`src/rtl/uart_tx_scheduler.sv`:
```
// uart_tx_scheduler: round-robin arbiter that owns the UART transmit byte bus.
// One byte is driven until the UART takes it, then the bus rests at 00.
module uart_tx_scheduler #(
  parameter int N_REQ          = 2,
  parameter int GAP_CYCLES     = 16,
  parameter int TIMEOUT_CYCLES = 1024
) (
  input  logic               clock,
  input  logic               reset,
  input  logic [N_REQ-1:0]   req_valid,
  input  logic [8*N_REQ-1:0] req_data,
  output logic [N_REQ-1:0]   req_ready,
  input  logic               uart_tx_ready,
  output logic [7:0]         uart_tx_bits,
  output logic [N_REQ-1:0]   grant,
  output logic               busy,
  output logic               tx_done,
  output logic               err_illegal,
  output logic               err_timeout
);

  localparam int PW = (N_REQ > 2) ? 2 : 1;
  localparam logic [15:0] TO_LAST  = 16'(TIMEOUT_CYCLES - 1);
  localparam logic [15:0] GAP_LAST = 16'(GAP_CYCLES - 1);
  localparam logic [PW-1:0] IDX_LAST = PW'(N_REQ - 1);
  localparam logic [PW:0] N_WIDE = (PW+1)'(N_REQ);

  typedef enum logic [1:0] {
    IDLE,
    SEND,
    GAP
  } state_t;

  state_t           state;
  logic [PW-1:0]    ptr;
  logic [PW-1:0]    sel_idx;
  logic [PW-1:0]    nxt_ptr;
  logic [PW:0]      cand;
  logic             sel_hit;
  logic [7:0]       sel_byte;
  logic [N_REQ-1:0] sel_oh;
  logic [15:0]      cnt;

  // scan from ptr upward with wrap; first valid requester wins
  always_comb begin
    sel_hit = 1'b0;
    sel_idx = '0;
    cand    = '0;
    for (int k = 0; k < N_REQ; k++) begin
      cand = {1'b0, ptr} + (PW+1)'(k);
      if (cand >= N_WIDE)
        cand = cand - N_WIDE;
      if (!sel_hit && req_valid[cand[PW-1:0]]) begin
        sel_hit = 1'b1;
        sel_idx = cand[PW-1:0];
      end
    end
  end

  assign sel_byte = req_data[{sel_idx, 3'b000} +: 8];
  assign sel_oh   = N_REQ'(1) << sel_idx;
  assign nxt_ptr  = (sel_idx == IDX_LAST) ? '0 : sel_idx + 1'b1;

  assign req_ready = (state == IDLE && sel_hit) ? sel_oh : '0;
  assign busy      = (state != IDLE);

  always_ff @(posedge clock) begin
    if (reset) begin
      state        <= IDLE;
      ptr          <= '0;
      cnt          <= '0;
      uart_tx_bits <= 8'h00;
      grant        <= '0;
      tx_done      <= 1'b0;
      err_illegal  <= 1'b0;
      err_timeout  <= 1'b0;
    end else begin
      tx_done     <= 1'b0;
      err_illegal <= 1'b0;
      err_timeout <= 1'b0;
      unique case (state)
        IDLE: begin
          if (sel_hit) begin
            ptr <= nxt_ptr;
            cnt <= '0;
            if (sel_byte[1:0] != 2'b00) begin
              uart_tx_bits <= sel_byte;
              grant        <= sel_oh;
              state        <= SEND;
            end else begin
              err_illegal <= 1'b1;
              state       <= GAP;
            end
          end
        end
        SEND: begin
          // success wins over a timeout landing in the same cycle
          if (uart_tx_ready) begin
            uart_tx_bits <= 8'h00;
            grant        <= '0;
            tx_done      <= 1'b1;
            cnt          <= '0;
            state        <= GAP;
          end else if (cnt == TO_LAST) begin
            uart_tx_bits <= 8'h00;
            grant        <= '0;
            err_timeout  <= 1'b1;
            cnt          <= '0;
            state        <= GAP;
          end else begin
            cnt <= cnt + 16'd1;
          end
        end
        GAP: begin
          if (cnt == GAP_LAST) begin
            cnt   <= '0;
            state <= IDLE;
          end else begin
            cnt <= cnt + 16'd1;
          end
        end
        default: state <= IDLE;
      endcase
    end
  end

endmodule

```
`config.mk`:
```
export PLATFORM = sky130hd
export DESIGN_NAME = uart_tx_scheduler
export DESIGN_NICKNAME = d
export VERILOG_FILES = /design/src/rtl/uart_tx_scheduler.sv
export SDC_FILE = /design/constraint.sdc
export NUM_CORES = 1
export LEC_CHECK = 0
export CORE_MARGIN = 2
export CORE_UTILIZATION = 50
export CTS_CLUSTER_DIAMETER = 40
export CTS_CLUSTER_SIZE = 40
export DETAILED_ROUTE_END_ITERATION = 8
export PLACE_DENSITY_LB_ADDON = 0.25
export RECOVER_POWER = 25
export SLEW_MARGIN = 20
export SYNTH_ARGS = -nofsm -noshare
export SYNTH_HDL_FRONTEND = slang
export SYNTH_SLANG_ARGS = --single-unit
```
`constraint.sdc`:
```
create_clock -name clock -period 2.7 [get_ports clock]
set_input_delay 0.54 -clock clock [delete_from_list [all_inputs] [get_ports clock]]
set_output_delay 0.54 -clock clock [all_outputs]
set_load 0.03 [all_outputs]
```
==> metrics list, run 1 <==
* Most instantiated library cell after synthesis: sky130_fd_sc_hd__dfxtp_1
* Met2 track demand over resource in global routing: between 30% and 40%
- Number of antenna violations at the first check in global routing: 0
* Number of DRC markers after the initial detailed-route iteration: between 60 and 70
- Routability-driven placement finished with a final weighted congestion of approximately 0.87.
- Entering global routing, the biggest net connects 21 pins.
- Overall routing resource usage: approximately 22%
- Worst Path Class, Setup: input pin to primary output
* Number of distinct library cells after synthesis: 42
- Power spread over the standard cell area amounts to around 600 mW/mm^2.
- Sink count of the clock tree: 32
- In this run the worst path has a maximum fanout of 5.
- For this design the top-level I/O count stands at 37.
- Synthesis produced a netlist whose cell count is between 200 and 250.
* Slew of the pin with the lowest slew margin: roughly 840 ps
- Net switching power: 0.461 mW
* Final setup skew: ~12 ps
* Post-layout instance count excluding filler cells: between 200 and 300
- In this run the most critical hold path is launched from uart_tx_bits[5].
* EDFF count, synth: 0
* Most used DFF post-synth: sky130_fd_sc_hd__dfxtp_1
- Net count of the finished layout: ~270
- The max-slew violation total from the final report is 0.
- Layer with the highest usage after global routing: met2
- Setup repair after global routing left no endpoint under its margin.
- Subtracting the final worst setup slack from the clock period gives 2500 ps.
- Kind of capture point of the worst setup path: primary output
- Hold Path End: uart_tx_bits[5]
- First-pass detailed-route iteration total: 4
* Launch instance of the worst register-to-register path: state[0]
- Number of antenna cells inserted: 0
- In the global route stage, met1 resource usage came out at 28.0%.
- For this design the static power due to leakage is between 0.8 and 0.9 nW.
- Internal power comes to 0.850 mW.
- Summed over all layers, the routed wires come to between 3 and 4 mm.
* Capture point of the worst reg-to-reg path: cnt[10]
- Remaining global-route overflow: 0
- Averaged over all synthesized cells, the footprint is 8.37 um^2.
- TritonCTS built the clock tree.
* Hold path cells: 2
- Dividing the detail-routed via count by the number of cells gives 5.57.
- Once the clock tree was built, the resizer swapped 0 gates to a different size.
- Rows: 21
- The tree is rooted in a sky130_fd_sc_hd__clkbuf_4.
* Height of the die: around 63 um
- Residual antenna-violating net count after detailed routing: 0
- Total Negative Setup Slacks: 0 ps
- TritonCTS Buffers: 5
- Vias in the first global route: roughly 1500
- Number of cells in the design after placement: 282
* Worst vdd rail ir drop: ~0.42 mV
- Final number of setup-violating endpoints: 0
- The first global-routing pass estimated roughly 6.8 mm of wire.
- For the worst flop-to-flop path, the logic depth is 7.
- Sequential share of the synthesized area: a little under two fifths
- Reg-to-reg slack, setup: around 370 ps
* Global routing met3 resource utilization: under 10%
* Worst setup timing slack at the placement stage: between 80 and 90 ps
- Headroom to the max-slew limit came out at approximately 44%.
- Required time of the worst setup path: between 2000 and 2500 ps
* Combinational share of power: a little under two fifths
- Die outline area: roughly 0.0039 mm^2
- At the later pin of the worst-skew pair, clock insertion delay measures 330 ps.
- The tool flagged a number of max-cap violations equal to 0.
- Post-Syn Area: about 0.0017 mm^2
- From left edge to right edge, the die measures between 60 and 70 um.
- Crit share post-route: between 90% and 100%
- During placement, the flow inserted port buffers numbering 36.
* Area fraction of the dominant cell type after synthesis: about 37%
* Average wire length per cell after detail routing: 13.3 um
* Fraction of synthesis flops using an asynchronous set or reset pin: 0%
- Fill cells in the final layout number 302.
- The floorplan step defined a core boundary enclosing ~0.0033 mm^2.
- Maximum level of the CTS H-tree: 2
* Number of warnings reported in the yosys synthesis log: 0
- Clock-pin slew was measured on the worst setup and hold paths at around 80 ps.
* Layout overhead on the synthesized area: 27.1%
- For this configuration, the core starts out at a cell density of just over 50%.
- Buffers from clock root to sink, at most: 2
- Data on the critical path arrives at its endpoint at 1960 ps.
- Least setup slack across all paths after layout: between 150 and 200 ps
- The commonest cells after synthesis are 32 x sky130_fd_sc_hd__dfxtp_1, 20 x sky130_fd_sc_hd__nor2_1, 14 x sky130_fd_sc_hd__a21oi_1.
- In the final layout, the share of cells above drive strength 1 is 7.38%.
- The worst hold path belongs to the class register to register.
- The synthesized design spends more area on one cell type than any other, namely sky130_fd_sc_hd__dfxtp_1.
* Final Hold Fails: 0
- Share of total power consumed by net switching: 35.2%
- Result of the run: completed
* Top post-synthesis cells by area: sky130_fd_sc_hd__dfxtp_1 37%, sky130_fd_sc_hd__mux2i_1 4.7%, sky130_fd_sc_hd__nor2_1 4.4%
- Of the total power, registers draw between 40% and 50%.
* Post-CTS Repair Setup Buffers: 0
- Total nets after synthesis: ~230
* Hold slack: ~470 ps
- Achievable Freq: 400 MHz
* Detailed Place HPWL: 2.90 mm
- STA classifies the critical path startpoint as an input pin.
* Post-CTS Hold Buffers: 0
- The routed layout has about 1600 vias.
* Remaining routing DRC violations: 0
* Yosys reg bits: 32
- Clock group share of total power: a little over a fifth
==> worst max path at each step <==
stage                             from  cells past startpoint              end
after CTS                 req_valid[0]                      4     req_ready[0]
after floorplan                cnt[10]                      6          cnt[10]
after global routing          state[0]                      5     req_ready[0]
after detailed placement  req_valid[0]                      6  uart_tx_bits[5]
after global placement    req_valid[0]                      6  uart_tx_bits[5]
final                     req_valid[0]                      4     req_ready[0]
==> through the flow <==
step	util, %	area [um^2]	power [mW]
after floorplan	-	1720	0.869
after global placement	64.2	2130	1.04
after detailed placement	64.2	2130	1.05
after CTS	66.0	2190	1.33
after global routing	65.9	2180	1.39
final	65.9	2180	1.31
==> per-layer routing <==
| metal | vias up | share of wire (%) |
|---|---|---|
| li1 | 827 | - |
| met1 | 743 | 46 |
| met2 | 39 | 47 |
| met3 | 5 | 5.4 |
| met4 | 0 | 1.3 |
| met5 | - | 0 |
==> cell usage in the layout (no fill, tap or decap), types with 2 or more instances in the layout <==
master                            instances
sky130_fd_sc_hd__a21oi_1                 14
sky130_fd_sc_hd__nand2_1                 10
sky130_fd_sc_hd__clkbuf_4                 5
sky130_fd_sc_hd__nor2_1                  20
sky130_fd_sc_hd__nor4b_1                  2
sky130_fd_sc_hd__o21ai_0                 13
sky130_fd_sc_hd__nor4_1                   7
sky130_fd_sc_hd__dlygate4sd3_1           10
sky130_fd_sc_hd__inv_1                   10
sky130_fd_sc_hd__nand3_1                  4
sky130_fd_sc_hd__buf_4                    6
sky130_fd_sc_hd__dfxtp_1                 32
sky130_fd_sc_hd__nor3_1                   8
sky130_fd_sc_hd__xnor2_1                  7
sky130_fd_sc_hd__clkbuf_1                 3
sky130_fd_sc_hd__mux2i_1                  8
sky130_fd_sc_hd__ha_1                     5
sky130_fd_sc_hd__a31oi_1                  3
sky130_fd_sc_hd__a22o_1                   2
sky130_fd_sc_hd__a211oi_1                 2
sky130_fd_sc_hd__a22oi_1                  2
sky130_fd_sc_hd__xor2_1                   5
sky130_fd_sc_hd__or3_1                    9
sky130_fd_sc_hd__or4_4                    2
sky130_fd_sc_hd__nand2b_1                 2
sky130_fd_sc_hd__clkdlybuf4s50_1         25
sky130_fd_sc_hd__nand4_1                  9
sky130_fd_sc_hd__and3_1                   2
==> cell type report <==
type / instances / area [um^2] / area share [%]
multi-input cells: 152 / 988 / 45.3
well taps: 46 / 57.6 / 2.64
clock buffers: 8 / 58.8 / 2.69
flip-flops and latches: 32 / 641 / 29.4
inverters: 10 / 37.5 / 1.72
repair buffers: 42 / 399 / 18.3
==> cell families after synthesis <==
| logic type | count (synthesis) | share of synthesized area (%) |
|---|---|---|
| adders and majority gates | 5 | 3.64 |
| AOI/OAI and AO/OA | 46 | 17.3 |
| buffers and inverters | 21 | 5.10 |
| and+or+nand+nor | 81 | 25.9 |
| muxes | 8 | 4.66 |
| xor gates and xnor gates | 12 | 6.12 |
| DFF | 32 | 37.3 |
==> critical path, cell delays in order <==
cell                              delay [ps]
sky130_fd_sc_hd__clkdlybuf4s50_1         540
sky130_fd_sc_hd__nand2_1                  70
sky130_fd_sc_hd__a21oi_1                 120
sky130_fd_sc_hd__clkdlybuf4s50_1         680
==> flip-flops by register name, indices dropped and copies added (netlist names) <==
name          flops
tx_done           1
state             2
cnt              16
grant             2
err_illegal       1
uart_tx_bits      8
err_timeout       1
ptr               1
==> power by group through the flow <==
stage	combinational [mW]	clock [mW]	sequential, mW
final	0.488	0.282	0.542
after global placement	0.490	0	0.553
after detailed placement	0.491	0	0.554
after global routing	0.529	0.312	0.548
after CTS	0.495	0.289	0.543
after floorplan	0.257	0	0.613
(Power assumes the default switching activity.)
==> run 2, diff against run 1 <==
--- a/config.mk
+++ b/config.mk
@@ -6,13 +6,13 @@
 export NUM_CORES = 1
 export LEC_CHECK = 0
 export CORE_MARGIN = 2
-export CORE_UTILIZATION = 50
+export CORE_UTILIZATION = 40
 export CTS_CLUSTER_DIAMETER = 40
 export CTS_CLUSTER_SIZE = 40
 export DETAILED_ROUTE_END_ITERATION = 8
 export PLACE_DENSITY_LB_ADDON = 0.25
 export RECOVER_POWER = 25
-export SLEW_MARGIN = 20
+export SKIP_LAST_GASP = 1
 export SYNTH_ARGS = -nofsm -noshare
 export SYNTH_HDL_FRONTEND = slang
 export SYNTH_SLANG_ARGS = --single-unit
==> metrics list, run 2 (synthesis results as in run 1) <==
* Sink count of the clock tree: 32 (unchanged)
- Number of antenna cells inserted: 0 (unchanged)
* Core Region: 0.00406 mm^2 (was 0.00331 mm^2)
* Maximum number of pins on one net before global-route repair: 21 (unchanged)
- The post-layout minimum cycle time came to 2480 ps (was 2500 ps).
- Hold crit path type: register to register (unchanged)
* Relative slew slack: 38.9% (was 44.0%)
- The half-perimeter wire length after detailed placement came to 2.92 mm (was 2.90 mm).
* Crit Path Max Fanout: 5 (unchanged)
- The routed length per placed instance was 13.7 um (was 13.3 um).
- The final antenna-violating net count came to 0 (unchanged).
- The area taken by multi-input logic gates came to 988 um^2 (unchanged).
- Number of antenna violations at the first check in global routing: 0 (unchanged)
- The floorplan row count came to 23 (was 21).
- The insertion delay to the later sink of the worst-skew pair was 290 ps (was 330 ps).
- The maximum buffer depth of the clock tree came to 2 (unchanged).
- Final Hold Fails: 0 (unchanged)
* TritonCTS Buffers: 5 (unchanged)
- Remaining global-route overflow: 0 (unchanged)
- Register ranked first by flip-flop count: cnt (unchanged)
* Clock-pin slew of the registers on the worst-case setup and hold paths: 70 ps (was 80 ps)
- The number of inserted filler cells in the final layout is 385 (was 302).
* Overall routing resource usage: 17.3% (was 21.5%)
- Final setup skew: 3.64 ps (was 12.1 ps)
- Die Wd: 69.5 um (was 62.6 um)
* Number of port buffers: 36 (unchanged)
* Total power density per cell area: 642 mW/mm^2 (was 601 mW/mm^2)
- The setup fix buffers added after clock tree synthesis was 0 (unchanged).
- Post-CTS Hold Buffers: 0 (unchanged)
- The critical setup path kind was input pin to primary output (unchanged).
* Data arrival time at the worst-slack endpoint: 1940 ps (was 1960 ps)
- The max-slew violation total from the final report is 0 (unchanged).
- The number of flip-flops in the largest register was 16 (unchanged).
* Worst Setup EP: req_ready[0] (unchanged)
- The max capacitance violation total is 0 (unchanged).
* Leading cell types in the layout, fill and taps excluded: 32 x sky130_fd_sc_hd__dfxtp_1, 25 x sky130_fd_sc_hd__clkdlybuf4s50_1, 20 x sky130_fd_sc_hd__nor2_1 (unchanged)
- The starting density of the core is 42.3% (was 51.9%).
- The number of cells on the worst reg-to-reg path came to 7 (unchanged).
- The TritonCTS clock tree is yes (unchanged).
- Critical path startpoint: req_valid[0] (unchanged)
- The post-detailed-route via-to-cell ratio came to 5.55 (was 5.57).
* Total power after layout: 1.42 mW (was 1.31 mW)
- Leading registers by flop count: cnt: 16 flops, uart_tx_bits: 8 flops (unchanged)
* Result of the run: completed (unchanged)
- Required time of the worst setup path: 2160 ps (about the same)
- The transition time at the pin with the least slew margin was 917 ps (was 840 ps).
- The total via count after detailed routing is 1621 (was 1614).
* Launch instance of the worst register-to-register path: state[0] (unchanged)
- Worst vdd rail ir drop: 0.397 mV (was 0.416 mV)
- The most common cell after layout, fill and taps aside was sky130_fd_sc_hd__dfxtp_1 (unchanged).
- Wire length of the first global-routing pass: 6.69 mm (was 6.82 mm)
* Ports: 37 (unchanged)
- The startpoint kind of the worst setup timing path was an input pin (unchanged).
* LEAKAGE: 0.828 nW (was 0.815 nW)
* Routability congestion estimate from global placement: 0.831 (was 0.869)
- PostCTS Resize Cnt: 0 (unchanged)
* Reg-to-reg slack, setup: 420 ps (was 370 ps)
- The overall routed net length came to 4.01 mm (was 3.85 mm).
- Height of the die: 69.5 um (was 62.6 um)
- The setup TNS after final layout is 0 ps (unchanged).
* Kind of capture point of the worst setup path: primary output (unchanged)
* Clock root cell: sky130_fd_sc_hd__clkbuf_8 (was sky130_fd_sc_hd__clkbuf_4)
- The remaining design rule violation count is 0 (unchanged).
* Achievable Freq: 404 MHz (was 400 MHz)
* Final number of setup-violating endpoints: 0 (unchanged)
* Number of DRC markers after the initial detailed-route iteration: 27 (was 61)
- The number of global-route vias before repair is 1424 (was 1492).
- RSZ-0062 raised after global routing: no (unchanged)
- Layout overhead on the synthesized area: 29.2% (was 27.1%)
- The total die area came to 0.00483 mm^2 (was 0.00392 mm^2).
* Maximum level of the CTS H-tree: 2 (unchanged)
- Capture point of the worst reg-to-reg path: cnt[10] (unchanged)
- Register area: 641 um^2 (unchanged)
* First-pass detailed-route iteration total: 4 (unchanged)
- Net count of the finished layout: 268 (was 269)
- The share of cells above drive strength 1 was 7.44% (was 7.38%).
* Crit share post-route: 91.7% (was 92.6%)
==> run 2: cell count changes in the layout (fill, tap and decap cells not counted), sizes merged <==
cell    before  now
buf          6    5
clkbuf       9    8
==> run 2: cell type report <==
class | instances | area share, %
Inverter | 10 | 1.69
Timing Repair Buffer | 41 | 17.7
Multi-Input combinational cell | 152 | 44.6
Sequential cell | 32 | 28.9
Clock buffer | 7 | 4.35
Tap cell | 50 | 2.82
==> run 2: worst min path at each step <==
stage	start	endpoint	slack (ps)	cells past startpoint
6_report	uart_tx_bits[7]	uart_tx_bits[7]	470	2
5_1_grt	uart_tx_bits[0]	uart_tx_bits[0]	500	2
4_1_cts	uart_tx_bits[7]	uart_tx_bits[7]	470	2
3_5_place_dp	uart_tx_bits[7]	uart_tx_bits[7]	460	2
3_3_place_gp	uart_tx_bits[2]	uart_tx_bits[2]	460	2
2_1_floorplan	ptr	ptr	460	1
==> run 2: layer usage <==
layer	up-vias	global-route usage, %	part of all wire, %
li1	821	-	-
met1	753	22.6	47
met2	41	26.9	47
met3	6	4.94	4.8
met4	0	6.54	1.5
met5	-	0	0
==> run 2: worst max-delay path: stages <==
cell,delay (ps)
sky130_fd_sc_hd__clkdlybuf4s50_1,530
sky130_fd_sc_hd__nand2_1,70
sky130_fd_sc_hd__a21oi_1,120
sky130_fd_sc_hd__clkdlybuf4s50_1,680
==> run 2: report_power, final <==
group / leakage (nW) / switching (mW) / internal [mW]
sequential: 0.260 / 0.0236 / 0.517
clock: 0.0503 / 0.174 / 0.227
combinational: 0.517 / 0.280 / 0.203
==> run 2: metrics by stage <==
step | area [um^2] | setup WS [ps] | instances | hold slack (ps) | util (%)
final | 2220 | 223 | 292 | 467 | 54.6
after global routing | 2220 | 146 | 292 | 496 | 54.6
after CTS | 2220 | 212 | 292 | 472 | 54.7
after detailed placement | 2120 | 112 | 285 | 463 | 52.4
after global placement | 2120 | 120 | 285 | 457 | 52.4
after floorplan | 1720 | 558 | 205 | 462 | -
